===== src/rtl/gecmisli_ongorucu_if.sv =====
// gecmisli_ongorucu_if: fetch/execute bus between the pipeline and the branch predictor.
interface gecmisli_ongorucu_if #(
  parameter int GECMIS_BIT = 8
);
  logic [31:0]           getir_ps;
  logic [31:0]           getir_buyruk;
  logic                  getir_gecerli;
  logic [31:0]           yurut_ps;
  logic [GECMIS_BIT-1:0] yurut_gecmis;
  logic                  yurut_dallan;
  logic                  yurut_yanlis;
  logic                  yurut_gecerli;
  logic                  hazir;
  logic                  sonuc_gecerli;
  logic                  sonuc_dallan;
  logic [31:0]           sonuc_dallan_ps;
  logic [GECMIS_BIT-1:0] sonuc_gecmis;
  logic [31:0]           yanlis_sayaci;
  modport master (
    output getir_ps, getir_buyruk, getir_gecerli,
    output yurut_ps, yurut_gecmis, yurut_dallan, yurut_yanlis, yurut_gecerli,
    input  hazir, sonuc_gecerli, sonuc_dallan, sonuc_dallan_ps, sonuc_gecmis, yanlis_sayaci
  );
  modport slave (
    input  getir_ps, getir_buyruk, getir_gecerli,
    input  yurut_ps, yurut_gecmis, yurut_dallan, yurut_yanlis, yurut_gecerli,
    output hazir, sonuc_gecerli, sonuc_dallan, sonuc_dallan_ps, sonuc_gecmis, yanlis_sayaci
  );
endinterface


===== src/rtl/gecmisli_ongorucu.sv =====
// gecmisli_ongorucu: bimodal/gshare branch predictor with speculative global history and recovery.
module gecmisli_ongorucu #(
  parameter int TABLO_BIT  = 10,
  parameter int SAYAC_BIT  = 2,
  parameter int GECMIS_BIT = 8,
  parameter int MOD        = 1
) (
  input  logic                clk,
  input  logic                rst,
  gecmisli_ongorucu_if.slave  bus
);
  localparam int N = 2 ** TABLO_BIT;
  localparam logic [SAYAC_BIT-1:0] ZAYIF = SAYAC_BIT'(2 ** (SAYAC_BIT - 1) - 1);
  localparam logic [SAYAC_BIT-1:0] DOYMA = '1;
  typedef enum logic {TEMIZLE, HAZIR} durum_t;
  durum_t                r_durum, w_durum;
  logic [TABLO_BIT-1:0]  r_k;
  logic [SAYAC_BIT-1:0]  r_tablo [N];
  logic [GECMIS_BIT-1:0] r_ghr, r_gecmis;
  logic                  r_sg, r_dallan;
  logic [31:0]           r_hedef, r_yanlis;
  logic                  w_hazir, w_ara, w_gun, w_kurtar, w_dal_mi, w_tahmin, w_yaz;
  logic [TABLO_BIT-1:0]  w_idx, w_uidx, w_yaz_adr;
  logic [SAYAC_BIT-1:0]  w_eski, w_yeni, w_yaz_veri;
  logic [31:0]           w_imm;
  assign w_hazir  = r_durum == HAZIR;
  assign w_ara    = w_hazir & bus.getir_gecerli;
  assign w_gun    = w_hazir & bus.yurut_gecerli;
  assign w_kurtar = w_gun & bus.yurut_yanlis;
  assign w_idx    = bus.getir_ps[TABLO_BIT+1:2] ^ (MOD != 0 ? TABLO_BIT'(r_ghr) : '0);
  assign w_uidx   = bus.yurut_ps[TABLO_BIT+1:2] ^ (MOD != 0 ? TABLO_BIT'(bus.yurut_gecmis) : '0);
  assign w_dal_mi = bus.getir_buyruk[6:0] == 7'b1100011;
  assign w_tahmin = w_dal_mi & r_tablo[w_idx][SAYAC_BIT-1];
  assign w_imm    = {{20{bus.getir_buyruk[31]}}, bus.getir_buyruk[7], bus.getir_buyruk[30:25],
                     bus.getir_buyruk[11:8], 1'b0};
  assign w_eski   = r_tablo[w_uidx];
  assign w_yeni   = bus.yurut_dallan ? (w_eski == DOYMA ? w_eski : w_eski + SAYAC_BIT'(1))
                                     : (w_eski == '0 ? w_eski : w_eski - SAYAC_BIT'(1));
  always_ff @(posedge clk or negedge rst)
    if (!rst) begin
      r_durum <= TEMIZLE;
      r_k     <= '0;
    end else begin
      r_durum <= w_durum;
      r_k     <= r_durum == TEMIZLE ? r_k + TABLO_BIT'(1) : '0;
    end
  // Init sweep owns the single write port; resolves only write once the table is clean.
  always_comb begin
    w_durum    = r_durum;
    w_yaz      = w_gun;
    w_yaz_adr  = w_uidx;
    w_yaz_veri = w_yeni;
    if (r_durum == TEMIZLE) begin
      w_yaz      = 1'b1;
      w_yaz_adr  = r_k;
      w_yaz_veri = ZAYIF;
      w_durum    = r_k == '1 ? HAZIR : TEMIZLE;
    end
  end
  always_ff @(posedge clk)
    if (w_yaz) r_tablo[w_yaz_adr] <= w_yaz_veri;
  always_ff @(posedge clk or negedge rst)
    if (!rst) begin
      r_sg     <= 1'b0;
      r_dallan <= 1'b0;
      r_hedef  <= '0;
      r_gecmis <= '0;
      r_ghr    <= '0;
      r_yanlis <= '0;
    end else begin
      r_sg <= w_ara;
      if (w_ara) begin
        r_dallan <= w_tahmin;
        r_hedef  <= bus.getir_ps + (w_tahmin ? w_imm : 32'd4);
        r_gecmis <= r_ghr;
      end
      if (w_kurtar) r_ghr <= GECMIS_BIT'({bus.yurut_gecmis, bus.yurut_dallan});
      else if (w_ara & w_dal_mi) r_ghr <= GECMIS_BIT'({r_ghr, w_tahmin});
      if (w_kurtar) r_yanlis <= r_yanlis + 32'd1;
    end
  assign bus.hazir           = w_hazir;
  assign bus.sonuc_gecerli   = r_sg;
  assign bus.sonuc_dallan    = r_dallan;
  assign bus.sonuc_dallan_ps = r_hedef;
  assign bus.sonuc_gecmis    = r_gecmis;
  assign bus.yanlis_sayaci   = r_yanlis;
endmodule


===== src/flat_wrapper.sv =====
// flat-port wrapper written by rule: the top's interface ports become plain ports
module gecmisli_ongorucu_flat 
#(
  parameter int TABLO_BIT  = 10,
  parameter int SAYAC_BIT  = 2,
  parameter int GECMIS_BIT = 8,
  parameter int MOD        = 1
)
  (clk, rst, bus_getir_ps, bus_getir_buyruk, bus_getir_gecerli, bus_yurut_ps, bus_yurut_gecmis, bus_yurut_dallan, bus_yurut_yanlis, bus_yurut_gecerli, bus_hazir, bus_sonuc_gecerli, bus_sonuc_dallan, bus_sonuc_dallan_ps, bus_sonuc_gecmis, bus_yanlis_sayaci);
  gecmisli_ongorucu_if #(.GECMIS_BIT(GECMIS_BIT)) bus_i ();
  input  logic clk;
  input  logic rst;
  input wire logic [$bits(bus_i.getir_ps)-1:0] bus_getir_ps;
  input wire logic [$bits(bus_i.getir_buyruk)-1:0] bus_getir_buyruk;
  input wire logic [$bits(bus_i.getir_gecerli)-1:0] bus_getir_gecerli;
  input wire logic [$bits(bus_i.yurut_ps)-1:0] bus_yurut_ps;
  input wire logic [$bits(bus_i.yurut_gecmis)-1:0] bus_yurut_gecmis;
  input wire logic [$bits(bus_i.yurut_dallan)-1:0] bus_yurut_dallan;
  input wire logic [$bits(bus_i.yurut_yanlis)-1:0] bus_yurut_yanlis;
  input wire logic [$bits(bus_i.yurut_gecerli)-1:0] bus_yurut_gecerli;
  output wire logic [$bits(bus_i.hazir)-1:0] bus_hazir;
  output wire logic [$bits(bus_i.sonuc_gecerli)-1:0] bus_sonuc_gecerli;
  output wire logic [$bits(bus_i.sonuc_dallan)-1:0] bus_sonuc_dallan;
  output wire logic [$bits(bus_i.sonuc_dallan_ps)-1:0] bus_sonuc_dallan_ps;
  output wire logic [$bits(bus_i.sonuc_gecmis)-1:0] bus_sonuc_gecmis;
  output wire logic [$bits(bus_i.yanlis_sayaci)-1:0] bus_yanlis_sayaci;
  assign bus_i.getir_ps = bus_getir_ps;
  assign bus_i.getir_buyruk = bus_getir_buyruk;
  assign bus_i.getir_gecerli = bus_getir_gecerli;
  assign bus_i.yurut_ps = bus_yurut_ps;
  assign bus_i.yurut_gecmis = bus_yurut_gecmis;
  assign bus_i.yurut_dallan = bus_yurut_dallan;
  assign bus_i.yurut_yanlis = bus_yurut_yanlis;
  assign bus_i.yurut_gecerli = bus_yurut_gecerli;
  assign bus_hazir = bus_i.hazir;
  assign bus_sonuc_gecerli = bus_i.sonuc_gecerli;
  assign bus_sonuc_dallan = bus_i.sonuc_dallan;
  assign bus_sonuc_dallan_ps = bus_i.sonuc_dallan_ps;
  assign bus_sonuc_gecmis = bus_i.sonuc_gecmis;
  assign bus_yanlis_sayaci = bus_i.yanlis_sayaci;
  gecmisli_ongorucu #(.TABLO_BIT(TABLO_BIT), .SAYAC_BIT(SAYAC_BIT), .GECMIS_BIT(GECMIS_BIT), .MOD(MOD)) u_core (.clk(clk), .rst(rst), .bus(bus_i));
endmodule

===== config.mk =====
export PLATFORM = sky130hd
export DESIGN_NAME = gecmisli_ongorucu_flat
export DESIGN_NICKNAME = d
export VERILOG_FILES = /design/src/rtl/gecmisli_ongorucu_if.sv /design/src/rtl/gecmisli_ongorucu.sv /design/src/flat_wrapper.sv
export SDC_FILE = /design/constraint.sdc
export NUM_CORES = 2
export LEC_CHECK = 0
export CORE_MARGIN = 4
export CORE_UTILIZATION = 25
export CTS_BUF_LIST = sky130_fd_sc_hd__clkbuf_8
export CTS_CLUSTER_DIAMETER = 80
export CTS_CLUSTER_SIZE = 40
export DETAILED_ROUTE_END_ITERATION = 8
export PLACE_DENSITY_LB_ADDON = 0.3
export SLEW_MARGIN = 15
export SYNTH_ARGS = -nofsm -noshare
export SYNTH_HDL_FRONTEND = slang
export SYNTH_SLANG_ARGS = --single-unit

===== constraint.sdc =====
create_clock -name clk -period 35.1 [get_ports clk]
set_input_delay 7.02 -clock clk [delete_from_list [all_inputs] [get_ports clk]]
set_output_delay 7.02 -clock clk [all_outputs]
set_load 0.005 [all_outputs]

==> out/results.txt <==
The pre-antenna-repair detailed-routing pass consisted of 5 iterations. The area of the core region was 0.383 mm². Across the run, the number of max-cap violations was 0.

The number of global-route vias before repair was 55300; the clock edge transition at the registers on the reported setup and hold paths was 0.13 ns. The logs give 179 mm for the half-perimeter wire length after detailed placement and 1.04 ns for the source-to-sink clock delay at the later pin of the worst-skew pair. Number of buffer cells added on primary ports: 149.

Along the worst hold path, the cell count comes to 2. The power per cell area came out at 41.4 mW/mm². After detailed placement, the total cell area comes to 0.104 mm². The run gives 6629 as the first-iteration detailed-routing DRC count. The fraction of registers with async set or reset after synthesis is 0.0434. The detail-routed via count per cell works out to 5.13.

For the antenna violation net count after detailed routing, the log shows 0. Wires add up to 308 mm. Global placer's final weighted congestion: 0.810. In this run, synthesis inferred 2048 flip-flops with an integrated enable. The number of synthesized register bits came out at 2141. The die outline width was 629 µm; the final period utilization was 0.494.

The clock arrives with 0.103 ns of skew. The worst min-delay path class was reg2reg. In the routed design, unresolved DRC markers number 0.

The number of buffers added to fix hold violations after cts came out at 0. The internal portion of total power is 3.30 mW, and the remaining global-route overflow is 0. The sort of element at the start of the critical path was an input pin. Average footprint of a synthesized cell: 17.3 µm². Synthesis produced a netlist whose cell count is 5558. The worst setup path is captured at a register. The first-pass GRT wire length came out at 431 mm. The worst register-to-register path begins at u_core.r_ghr[1]$_DFFE_PN0P_. TritonCTS created 116 clock buffers. The run gives 0.150 as the aggregate global-route resource usage. Detailed routing placed a total of 146 mm of wire on met2. The floorplan step set the die height to 629 µm. The routed layout has 54700 vias. The synthesized netlist occupies a cell area of 0.0963 mm².

Net count reported at finish: 5648. The logs give 0.142 for the relative max-transition margin and 25.49 ns for the register-to-register path setup slack. The tools report the post-cts repair resize count as 0.

The fraction of layout cells with a size suffix above 1 was 0.238; the post-route cell area was 0.107 mm². The endpoint identified for the worst register-to-register timing path is u_core.bus.sonuc_dallan_ps[31]$_DFFE_PN0P_. The worst path arrival time is 17.98 ns. TritonCTS built the clock tree. In the final layout, the multi-input gates occupy 0.0310 mm². The part of the total power dissipated in sequential elements came out at 0.621. VDD sags by at most 34.2 µV. The tools report the final-report hold violation count as 0. The footprint of the flip-flops and latches came out at 0.0638 mm².

In the final routing, the length of wire on met1 measures 130 mm. The total met3 wirelength after detailed routing is 22.8 mm. Setup repair after global routing left no endpoint under its margin. Dividing the detail-routed wire length by the instance count gives 28.9 µm. The tools report the share of synthesized area occupied by flip-flops and latches as 0.663. Critical path start-end classification: in2reg.

The static leakage was 31.1 nW; the logic depth of the worst register-to-register path was 27. 185 I/O pins were placed. The clock passes through at most 3 buffers.

After routing, the total negative slack on setup checks comes to 0 ns. The H-tree generated during clock tree synthesis spans 3 levels. The area share of the leading cell type in the synthesized netlist works out to 0.639. After synthesis, the cell types taking the most area are sky130_fd_sc_hd__edfxtp_1 64%, sky130_fd_sc_hd__mux4_2 21%, sky130_fd_sc_hd__nor2_1 4.3%.

The initial standard-cell utilization of the core is 0.252. For this run, the top clock speed supported by timing is 0.0576 GHz. The floorplan step defined a die boundary enclosing 0.395 mm².

The maximum fanout along the worst path came out at 110. The post-synthesis cell type count was 71; the filler cell count in the final layout was 38000. The combinational cell fraction of total power came out at 0.068. The maximum number of pins on one net before global-route repair is 268.

Setup violations remaining at the end of the flow were counted as 0. Post-synthesis to final-layout area growth: 11.1%. The clock share of power came out at 0.311.

The worst hold path endpoint is u_core.bus.sonuc_dallan_ps[20]$_DFFE_PN0P_. Hold path startpoint: u_core.bus.sonuc_dallan_ps[20]$_DFFE_PN0P_. The setup fix buffers added after clock tree synthesis was 0; the required time at the worst-slack endpoint was 35.72 ns. The final count of pins violating max slew came out at 0. For this run, the leading register cell type out of synthesis is sky130_fd_sc_hd__edfxtp_1. For the number of antenna violations at the first check in global routing, the log shows 15. The cell sitting at the root of the clock tree is a sky130_fd_sc_hd__clkbuf_8. The run gives 0 as the number of warnings issued by yosys. The clock net sink count was 2141. Summed over all instances, the cell type with the most area after synthesis is sky130_fd_sc_hd__edfxtp_1. Among all cell types in the netlist, the one instantiated most often is sky130_fd_sc_hd__edfxtp_1.

The flow ran to the end, and the final reports show no timing, DRC or antenna violations. By count the netlist is led by 2048 x sky130_fd_sc_hd__edfxtp_1, 1108 x sky130_fd_sc_hd__nor2_1, 893 x sky130_fd_sc_hd__mux4_2. The initialized floorplan defines 227 standard-cell rows.

For this design the total switching power over the nets is 1.13 mW. Switching power as a share of total power: 0.255. The highest layer touched by signal routing is met5. The number of nets in the synthesized netlist is 5701.

At the pin with the least slew margin, the transition time is 1.29 ns. The shortest period the worst path allows was 17.35 ns.
-- how the worst max path moves through the flow --
stage	from	end	slack, ns	cells after the start
final	bus_yurut_ps[2]	u_core.r_tablo[550][0]$_DFFE_PP_	17.75	18
after global routing	bus_yurut_ps[2]	u_core.r_tablo[550][0]$_DFFE_PP_	17.07	18
after CTS	bus_yurut_gecmis[3]	u_core.r_tablo[582][0]$_DFFE_PP_	17.65	17
after detailed placement	bus_yurut_gecmis[3]	u_core.r_tablo[938][0]$_DFFE_PP_	16.53	17
after global placement	bus_yurut_gecmis[3]	u_core.r_tablo[938][0]$_DFFE_PP_	16.86	17
after floorplan	bus_yurut_gecmis[1]	u_core.r_tablo[0][0]$_DFFE_PP_	8.43	14
-- cell families (layout without fill, tap and decap cells) --
family / Yosys count / after routing / share of synthesized area
XOR/XNOR: 90 / 90 / 0.00834
flip-flops: 2141 / 2141 / 0.663
multiplexers: 932 / 932 / 0.213
other: 0 / 9 / 0
buffers and inverters: 464 / 511 / 0.0209
AO/OA/AOI/OAI: 354 / 354 / 0.0268
adder cells (fa/ha/maj): 35 / 35 / 0.00457
AND/OR/NAND/NOR: 1542 / 1542 / 0.0635
-- critical path, cell delays in order --
cell and delay (ns):
sky130_fd_sc_hd__clkdlybuf4s50_1 0.74, sky130_fd_sc_hd__xnor2_2 0.37, sky130_fd_sc_hd__buf_4 0.48, sky130_fd_sc_hd__buf_12 0.57, sky130_fd_sc_hd__buf_4 0.79, sky130_fd_sc_hd__mux4_2 0.62, sky130_fd_sc_hd__mux4_2 0.52, sky130_fd_sc_hd__a22o_1 0.24
sky130_fd_sc_hd__a221oi_1 0.73, sky130_fd_sc_hd__o22ai_1 0.20, sky130_fd_sc_hd__a221oi_1 0.36, sky130_fd_sc_hd__o211a_1 0.21, sky130_fd_sc_hd__maj3_1 0.15, sky130_fd_sc_hd__nand2b_4 0.77, sky130_fd_sc_hd__buf_4 0.87, sky130_fd_sc_hd__buf_4 0.89
sky130_fd_sc_hd__buf_4 0.89, sky130_fd_sc_hd__buf_4 0.88
-- layout by cell type, fill, tap and decap left out, types with 43 or more instances in the layout --
cell type | Yosys | layout
sky130_fd_sc_hd__edfxtp_1 | 2048 | 2048
sky130_fd_sc_hd__buf_4 | 20 | 115
sky130_fd_sc_hd__nor2_1 | 1108 | 1095
sky130_fd_sc_hd__mux4_2 | 893 | 893
sky130_fd_sc_hd__nand2_1 | 286 | 234
sky130_fd_sc_hd__dfrtp_1 | 93 | 92
sky130_fd_sc_hd__o21ai_0 | 50 | 50
sky130_fd_sc_hd__clkbuf_8 | 0 | 118
sky130_fd_sc_hd__nand3_1 | 53 | 53
sky130_fd_sc_hd__a22oi_1 | 83 | 83
sky130_fd_sc_hd__a21oi_1 | 43 | 43
sky130_fd_sc_hd__clkdlybuf4s50_1 | 0 | 148
-- sequential cells by signal, summed over array words and instances (netlist names) --
signal / count
u_core.bus.hazir: 1
u_core.bus.sonuc_dallan: 1
u_core.bus.sonuc_dallan_ps: 32
u_core.bus.sonuc_gecerli: 1
u_core.bus.sonuc_gecmis: 8
u_core.bus.yanlis_sayaci: 32
u_core.r_ghr: 8
u_core.r_k: 10
u_core.r_tablo: 2048
-- through the flow --
step	utilization	instances	hold slack [ns]	total power [mW]	setup WS [ns]
2_1_floorplan	-	5558	0.463	2.99	8.43
3_3_place_gp	0.271	10400	0.463	3.11	16.86
3_5_place_dp	0.271	10400	0.470	3.11	16.53
4_1_cts	0.279	10600	0.494	4.47	17.65
5_1_grt	0.279	10600	0.506	4.57	17.07
6_report	0.279	10700	0.488	4.43	17.75
-- final cells by class --
cell class,count,area share
flip-flops and latches,2141,0.597
inverters,12,0.000421
multi-input cells,2953,0.290
diodes,9,0.000211
repair buffers,281,0.0254
clock buffers,118,0.0152
well taps,5038,0.0589
clock inverters,100,0.0132
-- power by group through the flow --
stage	sequential (mW)	clock, mW	combinational, mW
floorplan	2.81	0	0.184
global placement	2.81	0	0.304
detailed placement	2.81	0	0.304
CTS	2.75	1.41	0.304
global route	2.75	1.50	0.313
finish	2.75	1.38	0.300
-- metal layers --
layer  vias up  track usage
met5         -            0
met4         2       0.0403
li1      22100            -
met2      2447        0.244
met1     29800        0.209
met3       367       0.0231
(Power assumes the default switching activity.)
